**config.mk**
```make
export PLATFORM = sky130hd
export DESIGN_NAME = pll_lock_sequencer
export DESIGN_NICKNAME = d
export VERILOG_FILES = /design/src/rtl/pll_seq_pkg.sv /design/src/rtl/sync_ff.sv /design/src/rtl/pll_lock_sequencer.sv
export SDC_FILE = /design/constraint.sdc
export NUM_CORES = 1
export LEC_CHECK = 0
export BUFFER_PORTS_ARGS = -buffer_cell sky130_fd_sc_hd__buf_2
export CAP_MARGIN = 20
export CELL_PAD_IN_SITES_DETAIL_PLACEMENT = 1
export CELL_PAD_IN_SITES_GLOBAL_PLACEMENT = 2
export CORE_MARGIN = 3
export CORE_UTILIZATION = 42
export DETAILED_ROUTE_END_ITERATION = 7
export PLACE_DENSITY_LB_ADDON = 0.3
export SLEW_MARGIN = 30
export SYNTH_ARGS = -nofsm -noshare
export SYNTH_HDL_FRONTEND = slang
export SYNTH_SLANG_ARGS = --single-unit
```
**constraint.sdc**
```tcl
create_clock -name clkin -period 3.9 [get_ports clkin]
set_input_delay 0.585 -clock clkin [delete_from_list [all_inputs] [get_ports clkin]]
set_output_delay 0.585 -clock clkin [all_outputs]
set_load 0.005 [all_outputs]
```
**src/rtl/pll_seq_pkg.sv**
```systemverilog
// pll_seq_pkg: shared state encoding and counter sizing for the PLL lock sequencer.
package pll_seq_pkg;

    typedef enum logic [2:0] {RST_PLL, WAIT_LOCK, STABLE, RUN, FAIL} state_t;

    function automatic int cnt_width(int a, int b, int c);
        int m;
        m = a > b ? a : b;
        m = m > c ? m : c;
        return $clog2(m + 1);
    endfunction

endpackage

```
**src/rtl/sync_ff.sv**
```systemverilog
// sync_ff: multi-flop synchroniser for a single asynchronous bit, reset to 0.
module sync_ff #(
    parameter int STAGES = 2
) (
    input  logic clk,
    input  logic rst,
    input  logic d,
    output logic q
);

    logic [STAGES-1:0] ff;

    always_ff @(posedge clk or posedge rst)
        if (rst) ff <= '0;
        else     ff <= {ff[STAGES-2:0], d};

    assign q = ff[STAGES-1];

endmodule

```
**src/rtl/pll_lock_sequencer.sv**
```systemverilog
// pll_lock_sequencer: PLL reset/lock bring-up with timeout, retries and lock-loss handling.
// Define PLL_RELOCK_RESET_EN to re-pulse PLL RST with a fresh retry budget on lock loss in RUN.
module pll_lock_sequencer
    import pll_seq_pkg::*;
#(
    parameter int RST_CYCLES    = 16,
    parameter int LOCK_TIMEOUT  = 25000,
    parameter int STABLE_CYCLES = 256,
    parameter int MAX_RETRIES   = 3,
    parameter int SYNC_STAGES   = 2
) (
    input  logic                             clkin,
    input  logic                             reset,
    input  logic                             pll_lock,
    output logic                             pll_rst,
    output logic                             sys_rst,
    output logic                             ready,
    output logic                             fail,
    output logic [$clog2(MAX_RETRIES+2)-1:0] attempts
);

    localparam int CW = cnt_width(RST_CYCLES, LOCK_TIMEOUT, STABLE_CYCLES);
    localparam int AW = $clog2(MAX_RETRIES + 2);
    localparam logic [AW-1:0] LAST = AW'(MAX_RETRIES + 1);

    state_t        state;
    logic [CW-1:0] cnt;
    logic          lock_s;

    sync_ff #(.STAGES(SYNC_STAGES)) u_sync (
        .clk(clkin),
        .rst(reset),
        .d  (pll_lock),
        .q  (lock_s)
    );

    always_ff @(posedge clkin or posedge reset) begin
        if (reset) begin
            state    <= RST_PLL;
            cnt      <= '0;
            pll_rst  <= 1'b1;
            sys_rst  <= 1'b1;
            ready    <= 1'b0;
            fail     <= 1'b0;
            attempts <= '0;
        end else begin
            cnt <= cnt + 1'b1;
            case (state)
                RST_PLL:
                    if (cnt == CW'(RST_CYCLES - 1)) begin
                        state   <= WAIT_LOCK;
                        cnt     <= '0;
                        pll_rst <= 1'b0;
                        if (attempts != LAST) attempts <= attempts + 1'b1;
                    end
                // lock is tested before the timeout so it wins a same-cycle tie
                WAIT_LOCK:
                    if (lock_s) begin
                        state <= STABLE;
                        cnt   <= '0;
                    end else if (cnt == CW'(LOCK_TIMEOUT - 1)) begin
                        cnt     <= '0;
                        pll_rst <= 1'b1;
                        if (attempts >= LAST) begin
                            state <= FAIL;
                            fail  <= 1'b1;
                        end else begin
                            state <= RST_PLL;
                        end
                    end
                STABLE:
                    if (!lock_s) begin
                        state <= WAIT_LOCK;
                        cnt   <= '0;
                    end else if (cnt == CW'(STABLE_CYCLES - 1)) begin
                        state   <= RUN;
                        cnt     <= '0;
                        sys_rst <= 1'b0;
                        ready   <= 1'b1;
                    end
                RUN:
                    if (!lock_s) begin
                        cnt     <= '0;
                        sys_rst <= 1'b1;
                        ready   <= 1'b0;
`ifdef PLL_RELOCK_RESET_EN
                        state    <= RST_PLL;
                        pll_rst  <= 1'b1;
                        attempts <= '0;
`else
                        state <= WAIT_LOCK;
`endif
                    end
                FAIL:    state <= FAIL;
                default: state <= RST_PLL;
            endcase
        end
    end

endmodule

```
[After elaboration in Yosys (flattened, before gate mapping)]
Index checks and enable logic that the tools add are counted.
Cells by class
  $add $sub $neg: 2
  order comparisons: 1
  eq/ne operators: 16
  muxes and demuxes: 27
  bitwise gates (word level): 1
  reductions and logical operators: 8
Operator list (number)
  2-to-1 mux 15 bit: 6
  case mux 15 bit (4 select lines): 1
  2-to-1 mux 3 bit: 7
  AND reduction 4 bit: 4
  adder 15 x 1 -> 15 bit, second input constant: 1
  equality test 15 bit, second input constant: 1
  equality test 15 x 4 -> 1 bit, second input constant: 1
  equality test 15 x 8 -> 1 bit, second input constant: 1
  case mux 3 bit (5 select lines): 1
  inequality test 2 bit, second input constant: 5
  2-to-1 mux 1 bit: 9
  equality test 3 x 2 -> 1 bit, second input constant: 2
  inequality test 3 bit, second input constant: 2
  case mux 1 bit (2 select lines): 3
  nonzero test 2 bit: 2
  adder 3 x 1 -> 3 bit, second input constant: 1
  equality test 3 x 1 -> 1 bit, second input constant: 1
  equality test 3 bit, second input constant: 1
  >= comparator 3 bit, second input constant: 1
  zero test 3 bit: 1
  inequality test 3 x 2 -> 1 bit, second input constant: 1
  AND reduction 3 bit: 1
  inequality test 2 x 1 -> 1 bit, second input constant: 1
  NOT 1 bit: 1
Storage, ports and cells
  register bits: 27
  bits of input ports: 3
  output and inout bits: 7
  word-level logic and storage cells: 63

[Depth between registers and ports, before layout]
Gate-level depths: netlist (run 1).
  depth after elaboration: 5
  mapped depth: 6
  gate-level depth less buffers: 5

[Cells and area by module]
A second synthesis (run 1) with hierarchy kept.
Second synthesis, totals
  cell total of the unflattened synthesis: 137
  area total of the unflattened synthesis: 1422.6 µm²
Modules (own cells, without submodules)
  pll_lock_sequencer: instances 1, cells each 134, area each 1368.8 µm², sequential area each 628.1 µm²
  sync_ff: instances 1, cells each 3, area each 53.8 µm², sequential area each 50.0 µm²

[Worst setup path before layout (run 1)]
OpenSTA, ideal clock, no wires.
  path kind: flip-flop to flip-flop
  start point: register cnt[10]
  end point: register state[0]
  library setup time: 128 ps
  arrival time: 2014 ps
  data required time: 3772 ps
  slack: 1759 ps
  cell stages (with the launch flop): 5
  path buffers: 0
  period minus slack after synthesis: 2141 ps
  path through: dfrtp_1 > or4_4 > or4_4 > a32oi_1 > mux2_1
On the way
  cells in the longest elaborated chain, start to end: 3
  elaborated cells on any way between the ends: 7
  classes of those cells: 6 x eq/ne; 1 x reduce/logical
RTL lines
  start: declaration: line pll_lock_sequencer.sv:27  | logic [CW-1:0] cnt;
  start signal: assignment: line pll_lock_sequencer.sv:47  | cnt <= cnt + 1'b1;
  equality test 15 x 8 -> 1 bit (tied with other cells): line pll_lock_sequencer.sv:75  | end else if (cnt == CW'(STABLE_CYCLES - 1)) begin
  inequality test 3 bit (no line) (tied with other cells)
  AND reduction 4 bit (no line) (*)
  end signal: assignment: line pll_lock_sequencer.sv:73  | state <= WAIT_LOCK;
  end signal: assignment: line pll_lock_sequencer.sv:76  | state <= RUN;
  end signal: assignment: line pll_lock_sequencer.sv:91  | state <= WAIT_LOCK;
  end: declaration: line pll_lock_sequencer.sv:26  | state_t state;
Every way passes the cells marked *; elsewhere a longest branch is shown, timed or not.
A chain may end at the register's enable or synchronous reset.

[Final worst setup path (run 1)]
  start point: register cnt[10]
  end point: register cnt[14]
On the way
  cells in the longest elaborated chain, start to end: 4
  elaborated cells on any way between the ends: 11
  classes of those cells: 1 x add/sub; 3 x eq/ne; 7 x mux
RTL lines
  adder 15 x 1 -> 15 bit (tied with other cells): line pll_lock_sequencer.sv:47
  2-to-1 mux 15 bit, on equally long branches: line pll_lock_sequencer.sv:75, pll_lock_sequencer.sv:61
  2-to-1 mux 15 bit, on equally long branches: line pll_lock_sequencer.sv:72, pll_lock_sequencer.sv:58
  case mux 15 bit (4 select lines) (*): line pll_lock_sequencer.sv:48  | case (state)
Marked as above.

==> results of run 1 <==
## flip-flops by register name, indices dropped and copies added (netlist names)
register / count
attempts: 3
cnt: 15
pll_rst: 1
ready: 1
u_sync.ff: 2
sys_rst: 1
fail: 1
state: 3
## power groups by stage
stage | sequential, W | combinational (W) | clock, W
after floorplan | 0.000334 | 0.000153 | 0
after global placement | 0.000344 | 0.000163 | 0
after detailed placement | 0.000345 | 0.000168 | 0
after CTS | 0.000340 | 0.000169 | 0.000131
after global routing | 0.000344 | 0.000185 | 0.000142
final | 0.000340 | 0.000169 | 0.000125
## worst max-delay path, cell delays in order (launching register included)
cell     delay, ns
dfrtp_1       0.46
or4_4         0.56
or4_4         0.53
a31oi_4       0.58
a22oi_1       0.19
## logic make-up (layout without fill, tap and decap cells)
kind of cell             after synthesis  in the layout  share of synthesized area
AND/OR/NAND/NOR                       47             47                      0.209
AO/OA/AOI/OAI                         30             30                      0.172
flip-flops                            27             27                      0.468
XOR/XNOR                              12             12                     0.0726
buffers and inverters                 10             18                     0.0363
adder cells (fa/ha/maj)                3              3                     0.0259
multiplexers                           2              2                     0.0156
## worst paths after layout
check | slack (ns) | end | cells past startpoint
setup reg to reg | 1.44 | cnt[14] | 4
hold reg to reg | 0.40 | u_sync.ff[1] | 0
max in group asynchronous | 3.24 | sys_rst | 2
hold / removal | 0.28 | u_sync.ff[1] | 2
min in group clkin | 0.35 | u_sync.ff[0] | 1
setup / recovery | 1.44 | cnt[14] | 4
## metrics by stage
stage | worst slack (ns) | instance area [um^2] | util | hold WS [ns]
after global placement | 1.52 | 1510 | 0.476 | 0.333
after floorplan | 1.76 | 1450 | - | 0.331
after detailed placement | 1.46 | 1510 | 0.476 | 0.374
after CTS | 1.44 | 1540 | 0.485 | 0.294
final | 1.44 | 1540 | 0.485 | 0.278
after global routing | 1.34 | 1540 | 0.485 | 0.322
## placed cells by master, fill, tap and decap left out, drive strengths merged, types with 3 or more instances in the layout
| cell | instances |
|---|---|
| xor2 | 6 |
| ha | 3 |
| a22oi | 4 |
| buf | 9 |
| nor2 | 4 |
| a21oi | 16 |
| nand3 | 7 |
| and3 | 4 |
| or4 | 7 |
| nand2 | 5 |
| nand4 | 6 |
| inv | 5 |
| xnor2 | 6 |
| clkbuf | 3 |
| dfrtp | 25 |
| or3 | 3 |
## layout make-up
cell class	instances	area share
multi-input combinational	94	0.465
sequential	27	0.440
tap	44	0.0357
timing repair buffer	9	0.0292
clock buffer	3	0.0146
inverter	5	0.0122
clock inverter	1	0.00325
## per-layer routing
layer	up-vias	routed length (um)	global-route usage
met2	12	1430	0.263
met1	523	1370	0.206
met4	0	68	0.0792
li1	503	-	-
met3	4	73	0.0208
met5	-	0	0
==> summary.md, run 1 <==
| Metric | Value |
|---|---|
| Max Clk Rate | 0.406 GHz |
| Cell Pwr Density | 411 nW/um^2 |
| DRT Pass-1 Iters | 4 |
| Most common cell in the netlist | dfrtp_1 |
| Total number of yosys warnings | 0 |
| Worst-Skew Late Latency | 0.34 ns |
| Slew headroom | 0.512 |
| CP max FO | 15 |
| CORE AREA | 3180 um^2 |
| EDFF count, synth | 0 |
| DP Wirelength | 2.14 mm |
| Filler instances | 353 |
| Avg Vias per Cell | 5.69 |
| Post-synth design cell area | 1450 um^2 |
| Final Setup Violations | 0 |
| Multi-input logic area | 717 um^2 |
| Slew of the pin with the lowest slew margin | 0.722 ns |
| Synth Area per Inst | 11.1 um^2 |
| CTS max path bufs | 2 |
| Vias in the first global route | 1061 |
| Final Critical Period | 2.46 ns |
| Die width | 64.7 um |
| Critical path startpoint | cnt[10] |
| RD Place Congestion | 0.809 |
| Synthesized Nets | 137 |
| Sequential group share of total power | 0.537 |
| Top_reg_cell synth | dfrtp_1 |
| Vias | 1042 |
| Clk pwr share | 0.197 |
| Sequential cell area | 678 um^2 |
| Hold Path Class | primary input to async pin |
| Crit path kind | flip-flop to flip-flop |
| Cell taking the most area after synthesis | dfrtp_1 |
| Clk pin slew, worst setup/hold paths | 0.15 ns |
| Post-Syn Instances | 131 |
| Setup TNS | 0 ns |
| CTS tree | yes |
| CTS Hold Bufs | 0 |
| Root buf cell | clkbuf_4 |
| Crit path required time | 4.10 ns |
| 1st-iter DRT viols | 48 |
| Crit share post-route | 0.632 |
| Setup Skew | 0.00717 ns |
| Crit. End Element | flip-flop |
| Fin. Hold Viols | 0 |
| Synth cell count leaders | 25 x dfrtp_1, 10 x a21oi_2, 7 x nand3_1 |
| Routed len/inst | 16.1 um |
| Worst VDD drop | 0.243 mV |
| Largest net degree at the start of global routing | 28 |
| Combinational share of power | 0.266 |
| Area growth syn-to-layout | 6.48% |
| Post-cts resize count | 0 |
| # IOs | 10 |
| H-Tree Depth | 1 |
| Crit path launch type | flip-flop |
| Fin. max-slew vios | 0 |
| Share of layout cells above drive strength 1 | 0.237 |
| Row cnt | 20 |
| GR Overflow Total | 0 |
| Die footprint | 4190 um^2 |
| Status | finished, final reports clean |
| Total Power | 0.000633 W |
| Leakage dissipation | 0.647 nW |
| Unrepaired setup endpoints after global routing | no |
| Antenna Cells | 0 |
| Ys async rst share | 1.00 |
| Initial Util | 0.456 |
| Int Power | 0.000404 W |
| Final WL | 2.94 mm |
| TritonCTS Buffers | 3 |
| CP arrival | 2.66 ns |
| First-pass GRT wire length | 5.15 mm |
| Synth top area share | 0.432 |
| DR DRC count | 0 |
| Nets | 146 |
| Port Buf Inserts | 9 |
| Placed cells | 179 |
| #FFs+latches synth | 27 |
| Post-synthesis sequential area ratio | 0.468 |
| Sw Pwr | 0.000229 W |
| # Post-CTS Setup Buffers | 0 |
| FF-to-FF Start | cnt[10] |
| Antenna violations before repair | 0 |
| Synth area leaders | dfrtp_1 43%, a21oi_2 6.1%, dfstp_2 3.6% |
| Die Ht | 64.7 um |
| Final cell count without fillers | 183 |
| Detail Route Antenna Nets | 0 |
| Total global-route track usage | 0.160 |
| Net Sw Frac | 0.361 |
| Max Cap Viol | 0 |
| Cell variety after synth | 39 |
| CTS Sinks | 27 |
No activity file was read; power rests on OpenSTA's default activity.
==> inputs of run 2 (changes only) <==
- CORE_UTILIZATION: 42 -> 35
- clock period: 3.9 -> 2 ns (I/O delays scaled with it)
==> summary.md, run 2 (synthesis results as in run 1) <==
| Metric | Value |
|---|---|
| Routed len/inst | 16.3 um (+1.4%) |
| Crit. End Element | flip-flop |
| Combinational share of power | 0.367 (+0.101) |
| Violated checks | negative setup slack |
| CP arrival | 2.33 ns (-0.33 ns) |
| Filler instances | 429 (+22%) |
| Cell Pwr Density | 837 nW/um^2 (+100%) |
| RD Place Congestion | 0.811 (+0.32%) |
| Worst VDD drop | 0.315 mV (+30%) |
| Crit path required time | 2.17 ns (-1.93 ns) |
| Fin. max-slew vios | 0 (unchanged) |
| Vias | 1161 (+11%) |
| Slew of the pin with the lowest slew margin | 0.468 ns (-0.253 ns) |
| Worst-Skew Late Latency | 0.28 ns (-0.06 ns) |
| Final Util | 0.475 (-0.00956) |
| Antenna violations before repair | 0 (unchanged) |
| Vias in the first global route | 1313 (+24%) |
| Sequential cell area | 678 um^2 (unchanged) |
| Top flop regs | cnt: 15 flops, attempts: 3 flops, state: 3 flops |
| CTS Sinks | 27 (unchanged) |
| Share of layout cells above drive strength 1 | 0.394 (+0.157) |
| Crit share post-route | 1.08 (+0.447) |
| Detail Route Antenna Nets | 0 (unchanged) |
| Crit path kind | flip-flop to flip-flop |
| Most frequent cells in the layout | 25 x dfrtp_1, 21 x buf_4, 11 x a21oi_2 |
| Status | finished with violations |
| # IOs | 10 (unchanged) |
| Setup TNS | -2.12 ns (-2.12 ns) |
| Clk pwr share | 0.210 (+0.013) |
| Slew headroom | 0.685 (+0.173) |
| CTS max path bufs | 2 (unchanged) |
| Max reg flops | 15 (unchanged) |
| Final Setup Violations | 18 (+18) |
| DP Wirelength | 2.51 mm (+18%) |
| Area growth syn-to-layout | 25.7% |
| Total global-route track usage | 0.156 (-0.00363) |
| Die footprint | 4940 um^2 (+18%) |
| Most common cell after layout, fill and taps aside | dfrtp_1 |
| CP max FO | 5 (-10) |
| Avg Vias per Cell | 5.45 (-4.3%) |
| Final Critical Period | 2.16 ns (-0.306 ns) |
| Unrepaired setup endpoints after global routing | yes |
| Leakage dissipation | 0.799 nW (+24%) |
| Int Power | 0.00101 W (+150%) |
| Port Buf Inserts | 9 (unchanged) |
| H-Tree Depth | 1 (unchanged) |
| Root buf cell | clkbuf_8 |
| Max Clk Rate | 0.464 GHz (+14%) |
| Row cnt | 22 (+10%) |
| Multi-input logic area | 754 um^2 (+5.2%) |
| Clk pin slew, worst setup/hold paths | 0.09 ns (-0.06 ns) |
| Largest net degree at the start of global routing | 28 (unchanged) |
| CTS tree | yes |
| Die width | 70.3 um (+8.7%) |
| Fin. Hold Viols | 0 (unchanged) |
| Max Cap Viol | 0 (unchanged) |
| CTS Hold Bufs | 0 (unchanged) |
| Setup Skew | 0.00219 ns (-0.00498 ns) |
| TritonCTS Buffers | 3 (unchanged) |
| Hold Worst Slack | 0.0690 ns (-0.209 ns) |
| Largest Register | cnt |
| Die Ht | 70.3 um (+8.7%) |
| Nets | 172 (+18%) |
| First-pass GRT wire length | 6.21 mm (+21%) |
| Sequential group share of total power | 0.422 (-0.115) |
| CORE AREA | 3830 um^2 (+20%) |
| DR DRC count | 0 (unchanged) |
| Sw Pwr | 0.000508 W (+120%) |
| Flop-to-flop setup slack | -0.16 ns (-1.59 ns) |
| Crit path launch type | flip-flop |
| GR Overflow Total | 0 (unchanged) |
| DRT Pass-1 Iters | 3 (-1) |
| Antenna Cells | 0 (unchanged) |
| 1st-iter DRT viols | 22 (-54%) |
| Hold Path Class | primary input to async pin |
| Initial Util | 0.378 (-0.0772) |
| Net Sw Frac | 0.334 (-0.0277) |
| Final WL | 3.47 mm (+18%) |
| Post-Place Setup Slack | -0.153 ns (-1.61 ns) |
| Total Power | 0.00152 W (+140%) |
| PnR worst setup slack | -0.157 ns (-1.59 ns) |
run 2: cell count changes in the layout (fill, tap and decap cells not counted), sizes merged:
cell,change
buf,+26
clkbuf,+1
clkinv,-1
run 2: power by group through the flow:
stage	Sequential, W	Clock [W]	Combinational, W
after CTS	0.000644	0.000334	0.000568
after detailed placement	0.000653	0	0.000464
after global placement	0.000650	0	0.000453
final	0.000643	0.000320	0.000559
after global routing	0.000651	0.000359	0.000606
after floorplan	0.000652	0	0.000298
run 2: area by class of cell:
type / instances / share of cell area
multi-input cells: 94 / 0.415
flip-flops and latches: 27 / 0.373
repair buffers: 35 / 0.144
well taps: 48 / 0.0330
clock buffers: 4 / 0.0248
inverters: 5 / 0.0103
run 2: critical path, stage by stage, from the launching register on:
cell and delay [ns]:
dfrtp_1 0.40, or4_4 0.57, or4_4 0.57, a32oi_2 0.19
mux2_4 0.31
run 2: final timing paths:
check	start	end	cells after the start
max in group asynchronous	reset	sys_rst	3
setup reg to reg	cnt[10]	state[0]	4
hold reg to reg	u_sync.ff[0]	u_sync.ff[1]	0
hold / removal	reset	ready	3
min in group clkin	pll_lock	u_sync.ff[0]	1
setup / recovery	cnt[10]	state[0]	4
run 2: routing by layer:
layer | routed length [um] | track usage
met1 | 1590 | 0.196
met2 | 1750 | 0.267
met3 | 51 | 0.0187
met4 | 83 | 0.0702
met5 | 0 | 0
run 2: repair_timing:
item,4_1_cts,5_1_grt
resized for setup,10,5
endpoints found under the setup margin,18,21
pin swaps,14,5
gates cloned,1,0
setup buffers,3,0
run 2: per-stage QoR:
stage	area (um^2)	instances
global route	1820	213
floorplan	1450	131
global placement	1710	207
detailed placement	1710	207
finish	1820	213
CTS	1840	215
